### src/rtl/core_pkg.sv
// core_pkg: shared widths, result-select and funct3 encodings, MEM-stage FSM states
package core_pkg;
  localparam int XLEN = 32;
  localparam int REG_ADDR = 5;
  localparam logic [1:0] ALU_RESULT = 2'b00;
  localparam logic [1:0] MEM_TO_REG = 2'b01;
  localparam logic [1:0] PC_PLUS = 2'b10;
  localparam logic [2:0] F3_LB = 3'b000;
  localparam logic [2:0] F3_LH = 3'b001;
  localparam logic [2:0] F3_LW = 3'b010;
  localparam logic [2:0] F3_LBU = 3'b100;
  localparam logic [2:0] F3_LHU = 3'b101;
  localparam logic [2:0] F3_SB = 3'b000;
  localparam logic [2:0] F3_SH = 3'b001;
  localparam logic [2:0] F3_SW = 3'b010;
  localparam logic [1:0] SIZE_B = 2'b00;
  localparam logic [1:0] SIZE_H = 2'b01;
  typedef enum logic {IDLE, BUS} mem_state_t;
endpackage

### src/rtl/stage_memory_if.sv
// stage_memory_if: req/ack data bus between the MEM stage and memory
interface stage_memory_if #(parameter int XLEN = 32);
  logic req;
  logic we;
  logic ack;
  logic [XLEN-1:0] addr;
  logic [XLEN-1:0] wdata;
  logic [XLEN-1:0] rdata;
  logic [XLEN/8-1:0] be;
  modport master(output req, we, addr, wdata, be, input ack, rdata);
  modport slave(input req, we, addr, wdata, be, output ack, rdata);
endinterface

### src/rtl/lsu_align.sv
// lsu_align: store lane steering, misalignment detect and load extension
module lsu_align
  import core_pkg::*;
(
  input  logic [1:0]  st_off,
  input  logic [2:0]  st_funct3,
  input  logic [31:0] st_data,
  input  logic [1:0]  ld_off,
  input  logic [2:0]  ld_funct3,
  input  logic [31:0] ld_data,
  output logic [3:0]  be,
  output logic [31:0] wdata,
  output logic [31:0] ld_ext,
  output logic        misaligned
);
  logic [7:0] ld_byte;
  logic [15:0] ld_half;
  always_comb begin
    be = st_funct3[1:0] == SIZE_B ? 4'b0001 << st_off :
         st_funct3[1:0] == SIZE_H ? 4'b0011 << {st_off[1], 1'b0} : 4'b1111;
    wdata = st_funct3[1:0] == SIZE_B ? {4{st_data[7:0]}} :
            st_funct3[1:0] == SIZE_H ? {2{st_data[15:0]}} : st_data;
    misaligned = st_funct3[1:0] == SIZE_B ? 1'b0 :
                 st_funct3[1:0] == SIZE_H ? st_off[0] : |st_off;
    ld_byte = ld_data[{ld_off, 3'b000} +: 8];
    ld_half = ld_off[1] ? ld_data[31:16] : ld_data[15:0];
    ld_ext = ld_funct3 == F3_LB  ? {{24{ld_byte[7]}}, ld_byte} :
             ld_funct3 == F3_LH  ? {{16{ld_half[15]}}, ld_half} :
             ld_funct3 == F3_LBU ? {24'b0, ld_byte} :
             ld_funct3 == F3_LHU ? {16'b0, ld_half} : ld_data;
  end
endmodule

### src/rtl/stage_memory.sv
// stage_memory: EX/MEM pipeline register plus a req/ack load/store unit
module stage_memory
  import core_pkg::*;
#(
  parameter int XLEN = 32,
  parameter int REG_ADDR = 5
) (
  input  logic                clk,
  input  logic                rst_n,
  input  logic                ex_valid,
  input  logic [REG_ADDR-1:0] ex_rd,
  input  logic [1:0]          ex_result_src,
  input  logic [XLEN-1:0]     ex_alu_result,
  input  logic [XLEN-1:0]     ex_write_data,
  input  logic                ex_mem_rd,
  input  logic                ex_mem_wr,
  input  logic [2:0]          ex_funct3,
  input  logic [XLEN-1:0]     ex_instr_addr_plus,
  input  logic                ex_regfile_wr_enable,
  output logic                mem_stall,
  stage_memory_if.master      dbus,
  output logic [REG_ADDR-1:0] mem_rd,
  output logic [1:0]          mem_result_src,
  output logic [XLEN-1:0]     mem_alu_result,
  output logic [XLEN-1:0]     mem_instr_addr_plus,
  output logic [XLEN-1:0]     mem_read_data,
  output logic                mem_regfile_wr_enable,
  output logic                mem_misaligned
);
  mem_state_t state;
  logic valid_q;
  logic wr_en_q;
  logic [2:0] funct3_q;
  logic [3:0] be_n;
  logic [31:0] wdata_n;
  logic [31:0] ld_ext;
  logic mis_n;
  logic is_mem;
  assign is_mem = ex_valid & (ex_mem_rd | ex_mem_wr);
  assign mem_regfile_wr_enable = state == IDLE && valid_q && wr_en_q && !mem_misaligned;
  lsu_align u_align (
    .st_off(ex_alu_result[1:0]),
    .st_funct3(ex_funct3),
    .st_data(ex_write_data),
    .ld_off(mem_alu_result[1:0]),
    .ld_funct3(funct3_q),
    .ld_data(dbus.rdata),
    .be(be_n),
    .wdata(wdata_n),
    .ld_ext(ld_ext),
    .misaligned(mis_n)
  );
  // The stage register only advances while IDLE; in BUS it holds the access being served.
  always_ff @(posedge clk or negedge rst_n) begin
    if (!rst_n) begin
      state <= IDLE;
      mem_stall <= 1'b0;
      valid_q <= 1'b0;
      wr_en_q <= 1'b0;
      funct3_q <= '0;
      mem_rd <= '0;
      mem_result_src <= '0;
      mem_alu_result <= '0;
      mem_instr_addr_plus <= '0;
      mem_read_data <= '0;
      mem_misaligned <= 1'b0;
      dbus.req <= 1'b0;
      dbus.we <= 1'b0;
      dbus.addr <= '0;
      dbus.wdata <= '0;
      dbus.be <= '0;
    end else if (state == BUS) begin
      if (dbus.ack) begin
        state <= IDLE;
        mem_stall <= 1'b0;
        dbus.req <= 1'b0;
        if (!dbus.we) mem_read_data <= ld_ext;
      end
    end else begin
      valid_q <= ex_valid;
      wr_en_q <= ex_regfile_wr_enable;
      funct3_q <= ex_funct3;
      mem_rd <= ex_rd;
      mem_result_src <= ex_result_src;
      mem_alu_result <= ex_alu_result;
      mem_instr_addr_plus <= ex_instr_addr_plus;
      mem_misaligned <= is_mem & mis_n;
      if (is_mem && !mis_n) begin
        state <= BUS;
        mem_stall <= 1'b1;
        dbus.req <= 1'b1;
        dbus.we <= ex_mem_wr;
        dbus.addr <= {ex_alu_result[XLEN-1:2], 2'b00};
        dbus.wdata <= wdata_n;
        dbus.be <= be_n;
      end
    end
  end
endmodule

### src/flat_wrapper.sv
// flat-port wrapper written by rule: the top's interface ports become plain ports
module stage_memory_flat import core_pkg::*;
#(
  parameter int XLEN = 32,
  parameter int REG_ADDR = 5
)
  (clk, rst_n, ex_valid, ex_rd, ex_result_src, ex_alu_result, ex_write_data, ex_mem_rd, ex_mem_wr, ex_funct3, ex_instr_addr_plus, ex_regfile_wr_enable, mem_stall, mem_rd, mem_result_src, mem_alu_result, mem_instr_addr_plus, mem_read_data, mem_regfile_wr_enable, mem_misaligned, dbus_req, dbus_we, dbus_addr, dbus_wdata, dbus_be, dbus_ack, dbus_rdata);
  stage_memory_if #(.XLEN(XLEN)) dbus_i ();
  input  logic clk;
  input  logic rst_n;
  input  logic ex_valid;
  input  logic [REG_ADDR-1:0] ex_rd;
  input  logic [1:0] ex_result_src;
  input  logic [XLEN-1:0] ex_alu_result;
  input  logic [XLEN-1:0] ex_write_data;
  input  logic ex_mem_rd;
  input  logic ex_mem_wr;
  input  logic [2:0] ex_funct3;
  input  logic [XLEN-1:0] ex_instr_addr_plus;
  input  logic ex_regfile_wr_enable;
  output logic mem_stall;
  output logic [REG_ADDR-1:0] mem_rd;
  output logic [1:0] mem_result_src;
  output logic [XLEN-1:0] mem_alu_result;
  output logic [XLEN-1:0] mem_instr_addr_plus;
  output logic [XLEN-1:0] mem_read_data;
  output logic mem_regfile_wr_enable;
  output logic mem_misaligned;
  output wire logic [$bits(dbus_i.req)-1:0] dbus_req;
  output wire logic [$bits(dbus_i.we)-1:0] dbus_we;
  output wire logic [$bits(dbus_i.addr)-1:0] dbus_addr;
  output wire logic [$bits(dbus_i.wdata)-1:0] dbus_wdata;
  output wire logic [$bits(dbus_i.be)-1:0] dbus_be;
  input wire logic [$bits(dbus_i.ack)-1:0] dbus_ack;
  input wire logic [$bits(dbus_i.rdata)-1:0] dbus_rdata;
  assign dbus_req = dbus_i.req;
  assign dbus_we = dbus_i.we;
  assign dbus_addr = dbus_i.addr;
  assign dbus_wdata = dbus_i.wdata;
  assign dbus_be = dbus_i.be;
  assign dbus_i.ack = dbus_ack;
  assign dbus_i.rdata = dbus_rdata;
  stage_memory #(.XLEN(XLEN), .REG_ADDR(REG_ADDR)) u_core (.clk(clk), .rst_n(rst_n), .ex_valid(ex_valid), .ex_rd(ex_rd), .ex_result_src(ex_result_src), .ex_alu_result(ex_alu_result), .ex_write_data(ex_write_data), .ex_mem_rd(ex_mem_rd), .ex_mem_wr(ex_mem_wr), .ex_funct3(ex_funct3), .ex_instr_addr_plus(ex_instr_addr_plus), .ex_regfile_wr_enable(ex_regfile_wr_enable), .mem_stall(mem_stall), .dbus(dbus_i), .mem_rd(mem_rd), .mem_result_src(mem_result_src), .mem_alu_result(mem_alu_result), .mem_instr_addr_plus(mem_instr_addr_plus), .mem_read_data(mem_read_data), .mem_regfile_wr_enable(mem_regfile_wr_enable), .mem_misaligned(mem_misaligned));
endmodule
### config.mk
export PLATFORM = sky130hd
export DESIGN_NAME = stage_memory_flat
export DESIGN_NICKNAME = d
export VERILOG_FILES = /design/src/rtl/core_pkg.sv /design/src/rtl/stage_memory_if.sv /design/src/rtl/lsu_align.sv /design/src/rtl/stage_memory.sv /design/src/flat_wrapper.sv
export SDC_FILE = /design/constraint.sdc
export NUM_CORES = 1
export LEC_CHECK = 0
export BUFFER_PORTS_ARGS = -buffer_cell sky130_fd_sc_hd__buf_2
export CORE_MARGIN = 2
export CORE_UTILIZATION = 33
export CTS_CLUSTER_DIAMETER = 120
export DETAILED_ROUTE_END_ITERATION = 8
export PLACE_DENSITY = 0.68
export SLEW_MARGIN = 20
export SYNTH_ARGS = -nofsm -noshare
export SYNTH_HDL_FRONTEND = slang
export SYNTH_HIERARCHICAL = 1
export SYNTH_SLANG_ARGS = --single-unit
### constraint.sdc
create_clock -name clk -period 1.8 [get_ports clk]
set_input_delay 0.18 -clock clk [delete_from_list [all_inputs] [get_ports clk]]
set_output_delay 0.18 -clock clk [all_outputs]
set_load 0.005 [all_outputs]
==> metrics.txt <==
status=complete, no violations; htree depth=4; Final Util=48.00%; Seq/Total Area, Yosys=55.94%; Synth Warn #=6; Post-Route WL=23670 um; core area=about 24000 um2; crit path DAT=around 2100 ps; CP Capture Type=register; final max-slew violation count=0; GRT Total Usage=between 10% and 20%; top-count cell post-synth=mux2_2; Synth-to-Final Area Change=42.33%; Worst-Margin Slew=approximately 570 ps; asr flop ratio synth=100.0%; DR pass1 iterations=4; initial antenna violation count=7; die area=between 20000 and 30000 um2; slowest CP cell=mux4_2; CP endpoint=u_core/mem_read_data[22]; WL/cell=around 18 um; die width=~160 um; met3 Resource Use GR=6.252%; #FFs+latches synth=178; Die Ht=159.3 um; clock root buffer=clkbuf_16; drt first-iter violations=around 260; largest net degree at the start of global routing=45; Peak supply drop=between 0.6 and 0.7 mV; post-layout minimum cycle time=between 1500 and 2000 ps; M1 GR Usage=between 20 and 25%; worst-path cell chain=mux4_2 -> a22oi_4 -> buf_4 -> nand2_1 -> mux2_2; Worst path top cell family by delay=multiplexers; Reg2Reg Setup Slack=40 ps; top post-synthesis cells by area=dfrtp_1 56%, mux2_2 26%, nand2_1 2.5%; hold wc startpoint=ex_valid; Crit. Startpoint=u_core/mem_alu_result[0]; Primary FF master, synth=dfrtp_1; clk slew on worst S/H paths=~70 ps; library cells used by synthesis=34; Worst-Skew Late Latency=roughly 430 ps; GPL Wtd Cong=between 0.8 and 0.9; final hold vios=0; post-synth top area cell=dfrtp_1; power per cell area=between 1000 and 1500 nW/um2; Final Skew=around 19 ps; met2 Use GR=a little under a third; Slew headroom=about three fifths; reg2reg path depth=5; # setup viols final=0; standard-cell row count=56; IO Port Bufs=between 300 and 400; DRC Markers=0; Num CTS Buffers=17; Antenna Nets Post-Route=0; Worst Path Max Fanout=5; RR Startpoint=u_core/mem_alu_result[0]; global-route wire length before repair=around 37000 um; Setup CP Type=register to register; # IOs=321; Worst Hold Class=input port to register; clk sinks=between 150 and 200; Fill cells=approximately 2100; P_leak=5.455 nW; layout cells sized above 1=roughly three fifths; grt total ovfl=0; Via Count=a little over 6000; total power=12.91 mW; Initial Utilization=between 30% and 40%; Mapped Area=7963 um2; Synth Instances=580; via density per instance=4.722; gr busiest metal=met2; Syn Area/Cell=roughly 14 um2; CTS tree=done; vias in the first global route=~6600; CP startpoint kind=register; Stages on worst setup path=5; max frequency=0.5678 GHz; RSZ-0062 raised after global routing=yes; number of buffers and inverters on the critical path=1; most frequent cells after synthesis=183 x mux2_2, 178 x dfrtp_1, 53 x nand2_1, 21 x clkbuf_1, 16 x nor2b_1; Final #Nets=between 1000 and 1500; DP HPWL=between 15000 and 20000 um; maxcap violations=0; CP peak stage delay=approximately 560 ps; RR Endpoint=u_core/mem_read_data[22]; Critical Path RT=2110 ps; CTS Buffer Depth=2; Final Cycle Share=between 90 and 100%; Post-synth EDFFs=0; Synth top area share=55.94%
## power breakdown
part	leakage, nW	internal (mW)	switching, mW
Sequential	2.10	5.03	0.590
Clock	0.284	1.87	1.80
Combinational	3.07	2.09	1.52
Total	5.46	9.00	3.91
## cell usage in the layout (no fill, tap or decap), types with 2 or more instances in the layout
cell type and n:
a211oi_1 7, a21o_1 2, a21oi_1 8, buf_12 6, buf_2 317, buf_4 19
clkbuf_16 18, clkinv_4 2, clkinv_8 3, conb_1 2, dfrtp_1 177, diode_2 3
dlygate4sd3_1 70, inv_1 3, inv_6 3, inv_8 5, mux2_2 181, mux2_4 10
mux2i_1 8, mux4_1 7, nand2_1 52, nand2b_1 2, nand3_1 3, nor2_1 11
nor2b_1 15, o211ai_1 7, o21ai_0 13, o21bai_1 2, o22ai_1 7, or2_2 2
## kinds of logic after synthesis
| kind of cell | synth area share [%] |
|---|---|
| buf+inv | 3.630 |
| mux | 31.13 |
| other cells | 0.04709 |
| compound gates | 3.834 |
| flops | 55.94 |
| simple gates | 5.421 |
## final cells by class
cell class,count,area (um2),share of cell area (%)
sequential,178,4458,39.34
multi-input combinational,351,3256,28.73
timing repair buffer,415,2616,23.08
clock buffer,18,429.2,3.787
tap,319,399.1,3.522
clock inverter,14,156.4,1.380
inverter,3,11.26,0.09936
antenna,3,7.507,0.06624
## layer usage
metal,vias to the layer above,share of wire (%)
met5,-,0.20
met4,8,2.2
met3,39,7.8
met2,263,49
met1,3022,41
li1,2811,-
## how the worst min path moves through the flow
| stage | end | slack (ps) | cells past startpoint |
|---|---|---|---|
| 2_1_floorplan | u_core/dbus.addr[10] | -120 | 0 |
| 3_3_place_gp | u_core/mem_alu_result[31] | 150 | 1 |
| 3_5_place_dp | u_core/mem_alu_result[31] | 150 | 1 |
| 4_1_cts | u_core/mem_alu_result[21] | 0.6 | 2 |
| 5_1_grt | u_core/valid_q | 5 | 2 |
| 6_report | u_core/valid_q | 20 | 2 |
## flip-flops by register name, indices dropped and copies added (netlist names)
register                    count
u_core/state                    1
u_core/valid_q                  1
u_core/funct3_q                 3
u_core/mem_alu_result          32
u_core/mem_result_src           2
u_core/dbus.addr               30
u_core/mem_misaligned           1
u_core/dbus.be                  4
u_core/mem_stall                1
u_core/wr_en_q                  1
u_core/dbus.wdata              32
u_core/mem_read_data           32
u_core/mem_rd                   5
u_core/dbus.we                  1
u_core/mem_instr_addr_plus     32
## metrics by stage
| step | instance area [um2] | hold WS, ps | std cells | setup WS (ps) | setup TNS [ps] |
|---|---|---|---|---|---|
| 2_1_floorplan | 7966 | -115.6 | 581 | -78.56 | -785.6 |
| 3_3_place_gp | 9960 | 152.8 | 1194 | 69.58 | 0 |
| 3_5_place_dp | 9960 | 153.7 | 1194 | 25.53 | 0 |
| 4_1_cts | 11230 | 0.6117 | 1294 | 17.36 | 0 |
| 5_1_grt | 11330 | 4.708 | 1300 | -32.41 | -246.3 |
| 6_report | 11330 | 16.09 | 1301 | 38.96 | 0 |
## timing repair
action / 4_1_cts / 5_1_grt
resized for setup: 2 / 8
hold buffers: 68 / 2
cloned: 0 / 1
endpoints found under the setup margin: 1 / 20
setup buffers: 0 / 1
endpoints found under the hold margin: 126 / 2
Note: power is estimated with default switching activity, not from simulation.
